`src/rtl/motion_sequencer.sv`:
```
// motion_sequencer: timed H-bridge maneuver sequencer with dead time and oc lockout.
// Define MOTION_SEQ_QUEUE_EN for a one-deep pending command slot.
module motion_sequencer #(
  parameter int PWM_PERIOD  = 1666667,
  parameter int DEAD_CYCLES = 100000,
  parameter int OC_HOLD     = 5000000
) (
  input  logic        clock,
  input  logic        reset,
  input  logic        cmd_valid,
  output logic        cmd_ready,
  input  logic [2:0]  cmd_op,
  input  logic [20:0] cmd_duty,
  input  logic [31:0] cmd_dur,
  input  logic        oc,
  output logic        IN1,
  output logic        IN2,
  output logic        IN3,
  output logic        IN4,
  output logic        PWMA,
  output logic        PWMB,
  output logic        busy,
  output logic        done,
  output logic        aborted,
  output logic        fault
);

  localparam logic [20:0] PWM_LAST = 21'(PWM_PERIOD - 1);
  localparam logic [31:0] DEAD_LD  = 32'(DEAD_CYCLES);
  localparam logic [31:0] HOLD_LD  = 32'(OC_HOLD);

  typedef enum logic [1:0] {
    S_IDLE, S_DEAD, S_RUN, S_FAULT
  } state_e;

  state_e      state_q, state_d;
  logic [31:0] cnt_q, cnt_d;
  logic [31:0] len_q, len_d;
  logic [20:0] pwm_cnt_q, pwm_cnt_d;
  logic [20:0] duty_q, duty_d;
  logic [3:0]  held_q, held_d;
  logic [3:0]  pat_q, pat_d;
  logic [3:0]  in_q, in_d;
  logic        pwm_q, pwm_d;
  logic        busy_q, busy_d;
  logic        done_q, done_d;
  logic        abt_q, abt_d;
  logic        fault_q, fault_d;
  logic        rdy_q, rdy_d;

  logic        accept, decide, go;
  logic [3:0]  new_pat, src_pat;
  logic [20:0] src_duty;
  logic [31:0] new_len, src_len;

`ifdef MOTION_SEQ_QUEUE_EN
  logic        pend_v_q, pend_v_d;
  logic [3:0]  pend_pat_q, pend_pat_d;
  logic [20:0] pend_duty_q, pend_duty_d;
  logic [31:0] pend_len_q, pend_len_d;
`endif

  always_comb begin
    new_pat = 4'b0000;
    unique case (1'b1)
      cmd_op == 3'd1: new_pat = 4'b1010;
      cmd_op == 3'd2: new_pat = 4'b0101;
      cmd_op == 3'd3: new_pat = 4'b1001;
      cmd_op == 3'd4: new_pat = 4'b0110;
      default:        new_pat = 4'b0000;
    endcase
  end

  assign new_len = (cmd_dur == '0) ? 32'd1 : cmd_dur;
  assign accept  = cmd_valid && rdy_q && !oc;

  always_comb begin
    state_d   = state_q;
    cnt_d     = cnt_q;
    pwm_cnt_d = '0;
    held_d    = held_q;
    pat_d     = pat_q;
    duty_d    = duty_q;
    len_d     = len_q;
    done_d    = 1'b0;
    abt_d     = 1'b0;
    decide    = 1'b0;
    go        = 1'b0;
    src_pat   = new_pat;
    src_duty  = cmd_duty;
    src_len   = new_len;
`ifdef MOTION_SEQ_QUEUE_EN
    pend_v_d    = pend_v_q;
    pend_pat_d  = pend_pat_q;
    pend_duty_d = pend_duty_q;
    pend_len_d  = pend_len_q;
`endif
    if (oc) begin
      state_d = S_FAULT;
      cnt_d   = HOLD_LD;
      held_d  = 4'b0000;
      abt_d   = (state_q == S_DEAD) || (state_q == S_RUN);
`ifdef MOTION_SEQ_QUEUE_EN
      pend_v_d = 1'b0;
`endif
    end else begin
      unique case (state_q)
        S_IDLE: decide = 1'b1;
        S_DEAD: begin
          if (cnt_q <= 32'd1) begin
            state_d = S_RUN;
            held_d  = pat_q;
            cnt_d   = len_q;
          end else begin
            cnt_d = cnt_q - 32'd1;
          end
        end
        S_RUN: begin
          if (cnt_q <= 32'd1) begin
            done_d  = 1'b1;
            state_d = S_IDLE;
            decide  = 1'b1;
          end else begin
            cnt_d     = cnt_q - 32'd1;
            pwm_cnt_d = (pwm_cnt_q == PWM_LAST) ? '0 : pwm_cnt_q + 21'd1;
          end
        end
        S_FAULT: begin
          if (cnt_q <= 32'd1) state_d = S_IDLE;
          else cnt_d = cnt_q - 32'd1;
        end
        default: state_d = S_IDLE;
      endcase
      // A queued command launches on the same edge that frees the block.
      if (decide) begin
`ifdef MOTION_SEQ_QUEUE_EN
        if (pend_v_q) begin
          go       = 1'b1;
          src_pat  = pend_pat_q;
          src_duty = pend_duty_q;
          src_len  = pend_len_q;
          pend_v_d = 1'b0;
        end else
`endif
        if (accept) go = 1'b1;
      end
`ifdef MOTION_SEQ_QUEUE_EN
      else if (accept) begin
        pend_v_d    = 1'b1;
        pend_pat_d  = new_pat;
        pend_duty_d = cmd_duty;
        pend_len_d  = new_len;
      end
`endif
      if (go) begin
        pat_d  = src_pat;
        duty_d = src_duty;
        len_d  = src_len;
        if (src_pat != held_q) begin
          state_d = S_DEAD;
          cnt_d   = DEAD_LD;
        end else begin
          state_d = S_RUN;
          cnt_d   = src_len;
        end
      end
    end
    in_d    = (state_d == S_RUN || state_d == S_IDLE) ? held_d : 4'b0000;
    pwm_d   = (state_d == S_RUN) && (pwm_cnt_d < duty_d);
    busy_d  = state_d != S_IDLE;
    fault_d = state_d == S_FAULT;
`ifdef MOTION_SEQ_QUEUE_EN
    rdy_d   = (state_d != S_FAULT) && !pend_v_d;
`else
    rdy_d   = state_d == S_IDLE;
`endif
  end

  always_ff @(posedge clock) begin
    if (reset) begin
      state_q   <= S_IDLE;
      cnt_q     <= '0;
      len_q     <= '0;
      pwm_cnt_q <= '0;
      duty_q    <= '0;
      held_q    <= '0;
      pat_q     <= '0;
      in_q      <= '0;
      pwm_q     <= 1'b0;
      busy_q    <= 1'b0;
      done_q    <= 1'b0;
      abt_q     <= 1'b0;
      fault_q   <= 1'b0;
      rdy_q     <= 1'b0;
    end else begin
      state_q   <= state_d;
      cnt_q     <= cnt_d;
      len_q     <= len_d;
      pwm_cnt_q <= pwm_cnt_d;
      duty_q    <= duty_d;
      held_q    <= held_d;
      pat_q     <= pat_d;
      in_q      <= in_d;
      pwm_q     <= pwm_d;
      busy_q    <= busy_d;
      done_q    <= done_d;
      abt_q     <= abt_d;
      fault_q   <= fault_d;
      rdy_q     <= rdy_d;
    end
  end

`ifdef MOTION_SEQ_QUEUE_EN
  always_ff @(posedge clock) begin
    if (reset) begin
      pend_v_q    <= 1'b0;
      pend_pat_q  <= '0;
      pend_duty_q <= '0;
      pend_len_q  <= '0;
    end else begin
      pend_v_q    <= pend_v_d;
      pend_pat_q  <= pend_pat_d;
      pend_duty_q <= pend_duty_d;
      pend_len_q  <= pend_len_d;
    end
  end
`endif

  assign {IN1, IN2, IN3, IN4} = in_q;
  assign PWMA      = pwm_q;
  assign PWMB      = pwm_q;
  assign busy      = busy_q;
  assign done      = done_q;
  assign aborted   = abt_q;
  assign fault     = fault_q;
  assign cmd_ready = rdy_q;

endmodule
```
`config.mk`:
```
export PLATFORM = sky130hd
export DESIGN_NAME = motion_sequencer
export DESIGN_NICKNAME = d
export VERILOG_FILES = /design/src/rtl/motion_sequencer.sv
export SDC_FILE = /design/constraint.sdc
export NUM_CORES = 1
export LEC_CHECK = 0
export BUFFER_PORTS_ARGS = -buffer_cell sky130_fd_sc_hd__buf_2
export CAP_MARGIN = 10
export CORE_ASPECT_RATIO = 2
export CORE_MARGIN = 2
export CORE_UTILIZATION = 53
export CTS_CLUSTER_DIAMETER = 200
export CTS_CLUSTER_SIZE = 28
export DETAILED_ROUTE_END_ITERATION = 10
export PLACE_DENSITY = 0.69
export SYNTH_ARGS = -nofsm -noshare
export SYNTH_HDL_FRONTEND = slang
export SYNTH_SLANG_ARGS = --single-unit
```
`constraint.sdc`:
```
create_clock -name clock -period 6.1 [get_ports clock]
set_clock_uncertainty 0.05 [all_clocks]
set_input_delay 0.61 -clock clock [delete_from_list [all_inputs] [get_ports clock]]
set_output_delay 0.61 -clock clock [all_outputs]
set_load 0.01 [all_outputs]
```
==> results of run 1 <==
[logic make-up (layout without fill, tap and decap cells)]
logic type               after synthesis  after routing  share of synthesized area (%)
AO/OA/AOI/OAI                        185            185                          16.84
XOR/XNOR                              51             51                          6.664
adder cells (fa/ha/maj)               28             28                          5.227
buffers and inverters                 64            117                          4.032
flip-flops                           126            126                          37.63
multiplexers                          20             20                          2.987
AND/OR/NAND/NOR                      370            370                          26.62
[path summary, 6_finish.rpt]
check	from	end	slack, ps	cells past startpoint
max	cnt_q[0]	PWMA	1690	16
min reg2reg	len_q[12]	len_q[12]	410	2
max reg2reg	cnt_q[0]	PWMA	1690	16
min	cmd_dur[2]	len_q[2]	400	3
[per-stage QoR]
step	instances	area [um2]	worst slack [ps]	total power (W)
6_report	1047	7634	1691	0.002163
3_5_place_dp	1015	7069	1737	0.001208
5_1_grt	1047	7634	1307	0.002239
4_1_cts	1047	7634	1721	0.002165
3_3_place_gp	1015	7069	1852	0.001201
2_1_floorplan	844	6703	2222	0.001112
[synthesized netlist by cell type (all sizes together), types with 6 or more instances]
master	count	area, um2
nor3	36	180.2
and3	8	50.05
clkbuf	43	161.4
xnor2	30	262.8
a211oi	10	75.07
nor2b	6	37.54
nand2	96	362.8
nor4	25	168.9
inv	9	33.78
buf	12	75.07
nand3	19	100.1
nand4	15	93.84
or4	8	67.56
xor2	21	183.9
dfxtp	126	2522
ha	28	350.3
mux2i	20	200.2
o21ai	38	190.2
or3	12	75.07
nor2	119	449.2
a21o	6	45.04
a21oi	88	451.7
a221oi	20	175.2
[power breakdown]
part | internal (W) | switching, W
clock network | 0.000564 | 0.000402
logic | 0.000121 | 0.000201
registers | 0.000848 | 0.0000264
[registers in the layout (all words and copies together) (netlist names), 2 cells and up]
signal	count
cnt_q	32
duty_q	21
held_q	4
in_q	4
len_q	32
pat_q	4
pwm_cnt_q	21
state_q	2
[area by class of cell]
type / instances / area, um2
clock buffers: 17 / 425.4
clock inverters: 15 / 138.9
fillers: 1157 / 4848
inverters: 9 / 33.78
multi-input cells: 654 / 3918
flip-flops and latches: 126 / 2522
well taps: 150 / 187.7
repair buffers: 76 / 407.9
[worst max-delay path, cell delays in order (launching register included)]
cell,delay [ps]
dfxtp_1,400
inv_1,90
ha_1,260
o21bai_1,320
or2_2,230
nor4_2,80
nor2_4,860
buf_12,330
mux2i_1,280
ha_1,280
a21oi_1,150
nor2_1,50
a211oi_1,180
o21ai_0,170
a211oi_1,320
nand3_2,110
a41oi_2,160
[routing by layer]
| metal | global-route usage [%] | up-vias | wire [um] |
|---|---|---|---|
| li1 | - | 3085 | - |
| met1 | 28.37 | 2959 | 6986 |
| met2 | 53.01 | 190 | 10280 |
| met3 | 4.750 | 57 | 620 |
| met4 | 14.08 | 0 | 744 |
| met5 | 0 | - | 0 |
==> reports/metrics.csv, run 1 <==
stage,metric,value,unit
grt,grt_first_pass_wirelength,30210,um
timing,finalHoldViolations,0,
logic_synthesis,syn_inst,844,
setup_path,cp.arrival,4710,ps
setup_path,start_kind,flip-flop,
cells_and_area,final_util,61.16,%
detailed_routing,first_iter_violations,340,
detailed_routing,ant_nets,0,
run,cap_violations,0,
timing,max_slew_margin,21.45,%
clock_tree,cts_tree,done,
setup_path,setup.worst_path.end_class,flip-flop,
timing,fmax,0.2268,GHz
grt,antenna_found_initial,0,
clock_tree,cts-buffers-inserted,17,
hold_path,hold_path_class,in2reg,
cells_and_area,drive_gt1_share,13.94,%
cells_and_area,antennaDiodeCount,0,
timing,drv_slew,0,
detailed_routing,drcViolationCount,0,
die,die_w,83.52,um
grt,overflow,0,
logic_synthesis,synth_cell_types,55,
detailed_routing,drt-pass1-iter-count,5,
status,status,completed,
die,die_area,13620,um2
grt,gr-usage-all-layers,27.68,%
pwr,p_leak,3.020,nW
clock_tree,cts_hold_buf,0,
setup_path,crit_required,6400,ps
setup_path,crit_fanout,45,
timing,final.period_utilization,72.27,%
detailed_routing,via_count,6291,
clock_tree,post_cts_buffers,0,
grt,grt_pass1_vias,6401,
clock_tree,clk_latency,420,ps
logic_synthesis,synth_edf_count,0,
cells_and_area,final_cell_mix,"dfxtp_1, nor2_1, nand2_1",
logic_synthesis,synth_seq_cells,126,
die,initial_core_util,53.70,%
clock_tree,htreeDepth,4,
logic_synthesis,synth_area_per_cell,7.942,um2
detailed_routing,wl_per_cell,17.79,um
pwr,p_per_area,283.3,nW/um2
timing,finalSetupViolations,0,
detailed_routing,wirelength,18630,um
logic_synthesis,async_flop_share,0,%
logic_synthesis,syn-num-nets,932,
timing,post-route-min-period,4409,ps
logic_synthesis,seq_area_frac_synth,37.63,%
timing,whs,404.7,ps
die,die-height,163.0,um
logic_synthesis,ys.warnings.count,0,
cells_and_area,final_common_cell,dfxtp_1,
detailed_routing,vias_per_cell,6.009,
logic_synthesis,synth_ff_type,dfxtp_1,
timing,worst_pin_slew,1177,ps
cells_and_area,syn2layout_area_growth,13.89,%
die,core.rowCount,58,
setup_path,crit_type,reg2reg,
clock_tree,clock-root-buffer,clkbuf_16,
pwr,max-vdd-ir-drop,224.0,uV
timing,grt_setup_unrepaired,no,
die,core_area,12480,um2
placement,gp_congestion,0.9094,
grt,grt_max_degree,62,
timing,tns,0,ps
clock_tree,path_clk_slew,60,ps
clock_tree,clk_path_buf_depth,2,
placement,dp_hpwl,13190,um
logic_synthesis,synth_area,6703,um2
clock_tree,post_cts_resized,0,
clock_tree,cts.sinks,126,
placement,portBuffers,70,
cells_and_area,finalNetCount,972,
die,top_level_ports,71,
Power figures use the tool's default switching activity.
==> inputs of run 2 (changes only) <==
- clock period: 6.1 -> 4.5 ns (I/O delays scaled with it)
==> run 2 against run 1 <==
  * Sequential share of layout area is essentially flat
  * Wire length grew 1.6%
  * Register-to-register slack lost 1300 ps
  * Via count grew 2.1%
  * Non-clock buffer count grew 8
  * Worst setup slack lost 1300 ps
  * Sequential power grew 36%
  * Clock-buffer cell count grew 3
  * Cell count grew 0.67%
  * Combinational power grew 37%
  * Global-route usage grew 0.25 points
  * Die area is the same
  * Largest power group unchanged
  * Highest routed layer unchanged
==> reports/metrics.csv, run 2 (synthesis gave the netlist of run 1 again) <==
stage,metric,value,unit,change
timing,grt_setup_unrepaired,no,,
hold_path,hold_path_class,in2reg,,
detailed_routing,drt-pass1-iter-count,6,,+1
setup_path,crit_fanout,23,,-49%
die,die_w,83.52,um,unchanged
setup_path,cp_slowest_stage_delay,750,ps,-110 ps
hold_path,worstHoldStart,cmd_dur[2],,
clock_tree,clk_latency,430,ps,about the same
clock_tree,htreeDepth,4,,unchanged
cells_and_area,syn2layout_area_growth,13.78,%,about the same
setup_path,cp_slowest_cell,or4_1,,
setup_path,crit_buf_inv,0,,-2
clock_tree,clk_path_buf_depth,2,,unchanged
setup_path,cp_common_cell,a21o_1,,
clock_tree,path_clk_slew,60,ps,about the same
placement,dpl.cell_count,1023,,+0.79%
pwr,switching_power,0.0008179,W,+30%
grt,antenna_found_initial,0,,unchanged
placement,pre_cts_slack,442.7,ps,-1294 ps
setup_path,cp.arrival,4400,ps,-310 ps
setup_path,cp_top_family,simple AND/OR/NAND/NOR gates,,
clock_tree,cts_hold_buf,0,,unchanged
clock_tree,cts-buffers-inserted,17,,unchanged
timing,setup_slack,400.8,ps,-1291 ps
timing,finalSetupViolations,0,,unchanged
cells_and_area,final_common_cell,dfxtp_1,,
grt,grt_first_pass_wirelength,30370,um,+0.52%
cells_and_area,largest_registers,"cnt_q: 32 flops, len_q: 32 flops",,
pwr,p_per_area,371.3,nW/um2,+31%
grt,grt_max_degree,57,,-8.1%
pwr,clkPwrFrac,42.5,%,-2.2 points
setup_path,crit_type,reg2reg,,
timing,post-route-min-period,4099,ps,-309.4 ps
detailed_routing,first_iter_violations,345,,+1.5%
cells_and_area,antennaDiodeCount,0,,unchanged
clock_tree,post_cts_resized,0,,unchanged
cells_and_area,n_fill_cell,1148,,-0.78%
grt,grt_pass1_vias,6545,,+2.2%
placement,portBuffers,70,,unchanged
pwr,p_leak,3.030,nW,+0.36%
timing,max_slew_margin,27.23,%,+5.8 points
clock_tree,cts_tree,done,,
setup_path,cp_cell_sequence,"or4_1, or4_4, nor4_2, nor2_4, mux2i_1, ha_1, a21o_1, a21o_1, a21oi_1, o21ai_0, a211oi_1, nand3_2, a41oi_2",,
setup_path,setup.worst_path.end_class,flip-flop,,
detailed_routing,via_count,6426,,+2.1%
die,die-height,163.0,um,unchanged
setup_path,critical_path.startpoint,cnt_q[16],,
pwr,internal_power,0.002013,W,+31%
placement,gp_congestion,0.9070,,-0.26%
cells_and_area,drive_gt1_share,14.27,%,+0.33 points
pwr,comb_power_share,15.6,%,+0.7 points
run,cap_violations,0,,unchanged
detailed_routing,wl_per_cell,17.97,um,+0.97%
die,top_level_ports,71,,unchanged
detailed_routing,vias_per_cell,6.097,,+1.5%
die,core.rowCount,58,,unchanged
timing,worst_pin_slew,1088,ps,-89.35 ps
timing,finalHoldViolations,0,,unchanged
cells_and_area,layout.cells.non_filler,1054,,+0.67%
die,core_area,12480,um2,unchanged
pwr,seq_power_share,41.9,%,+1.5 points
pwr,max-vdd-ir-drop,300.7,uV,+34%
grt,overflow,0,,unchanged
timing,fmax,0.2439,GHz,+7.5%
die,initial_core_util,53.70,%,unchanged
clock_tree,clock-root-buffer,clkbuf_16,,
clock_tree,post_cts_buffers,0,,unchanged
detailed_routing,drcViolationCount,0,,unchanged
setup_path,reg2reg_from,cnt_q[16],,
detailed_routing,wirelength,18940,um,+1.6%
die,die_area,13620,um2,unchanged
clock_tree,cts.sinks,126,,unchanged
timing,drv_slew,0,,unchanged
cells_and_area,final_util,61.10,%,about the same
grt,gr-usage-all-layers,27.93,%,+0.25 points
cells_and_area,finalNetCount,980,,+0.82%
timing,final.period_utilization,91.09,%,+19 points
status,status,completed,,
setup_path,start_kind,flip-flop,,
pwr,swShare,28.89,%,-0.21 points
placement,dp_hpwl,13790,um,+4.6%
setup_path,crit_required,4800,ps,-1600 ps
cells_and_area,final_cell_mix,"dfxtp_1, nor2_1, nand2_1",,
detailed_routing,ant_nets,0,,unchanged
timing,tns,0,ps,unchanged
timing,whs,239.1,ps,-165.6 ps
-- run 2: cell types whose count changed in the layout (fill, tap and decap cells not counted), moves of 3 or more --
cell,previous run,this run
buf_4,5,14
clkbuf_1,0,3
clkinv_2,2,5
inv_6,4,0
-- run 2: final cells by class --
cell class                      instances  area (um2)  share of cell area, %
Multi-Input combinational cell        654        3918                  51.37
Sequential cell                       126        2522                  33.08
Timing Repair Buffer                   84       455.4                  5.972
Clock buffer                           20       436.7                  5.726
Tap cell                              150       187.7                  2.461
Clock inverter                         11       72.57                 0.9516
Inverter                                9       33.78                 0.4430
-- run 2: worst paths after layout --
path	endpoint	slack [ps]	cells after the start
max	PWMA	400	13
min reg2reg	len_q[13]	410	2
min	len_q[2]	240	3
max reg2reg	PWMA	400	13
-- run 2: per-layer routing --
metal,wire (um),GRT usage (%),vias up
li1,-,-,3100
met1,6791,26.83,3043
met2,10340,53.81,218
met3,906,5.457,65
met4,896,16.72,0
met5,0,0,-
-- run 2: worst reg2reg max path, cell delays in order, from the launching register on --
cell and delay (ps):
dfxtp_1 370, or4_1 760, or4_4 530, nor4_2 390, nor2_4 260, mux2i_1 280, ha_1 290, a21o_1 170
a21o_1 180, a21oi_1 140, o21ai_0 90, a211oi_1 260, nand3_2 110, a41oi_2 160
-- run 2: power groups by stage --
stage / Clock [W] / Combinational (W) / Sequential, W
finish: 0.00120 / 0.000442 / 0.00119
global route: 0.00125 / 0.000484 / 0.00119
CTS: 0.00121 / 0.000436 / 0.00118
detailed placement: 0 / 0.000434 / 0.00121
global placement: 0 / 0.000428 / 0.00121
floorplan: 0 / 0.000306 / 0.00120
-- run 2: metrics by stage --
step           cell area (um2)  total power [W]
2_1_floorplan             6703         0.001507
3_3_place_gp              7117         0.001634
3_5_place_dp              7117         0.001642
4_1_cts                   7626         0.002831
5_1_grt                   7626         0.002927
6_report                  7626         0.002831
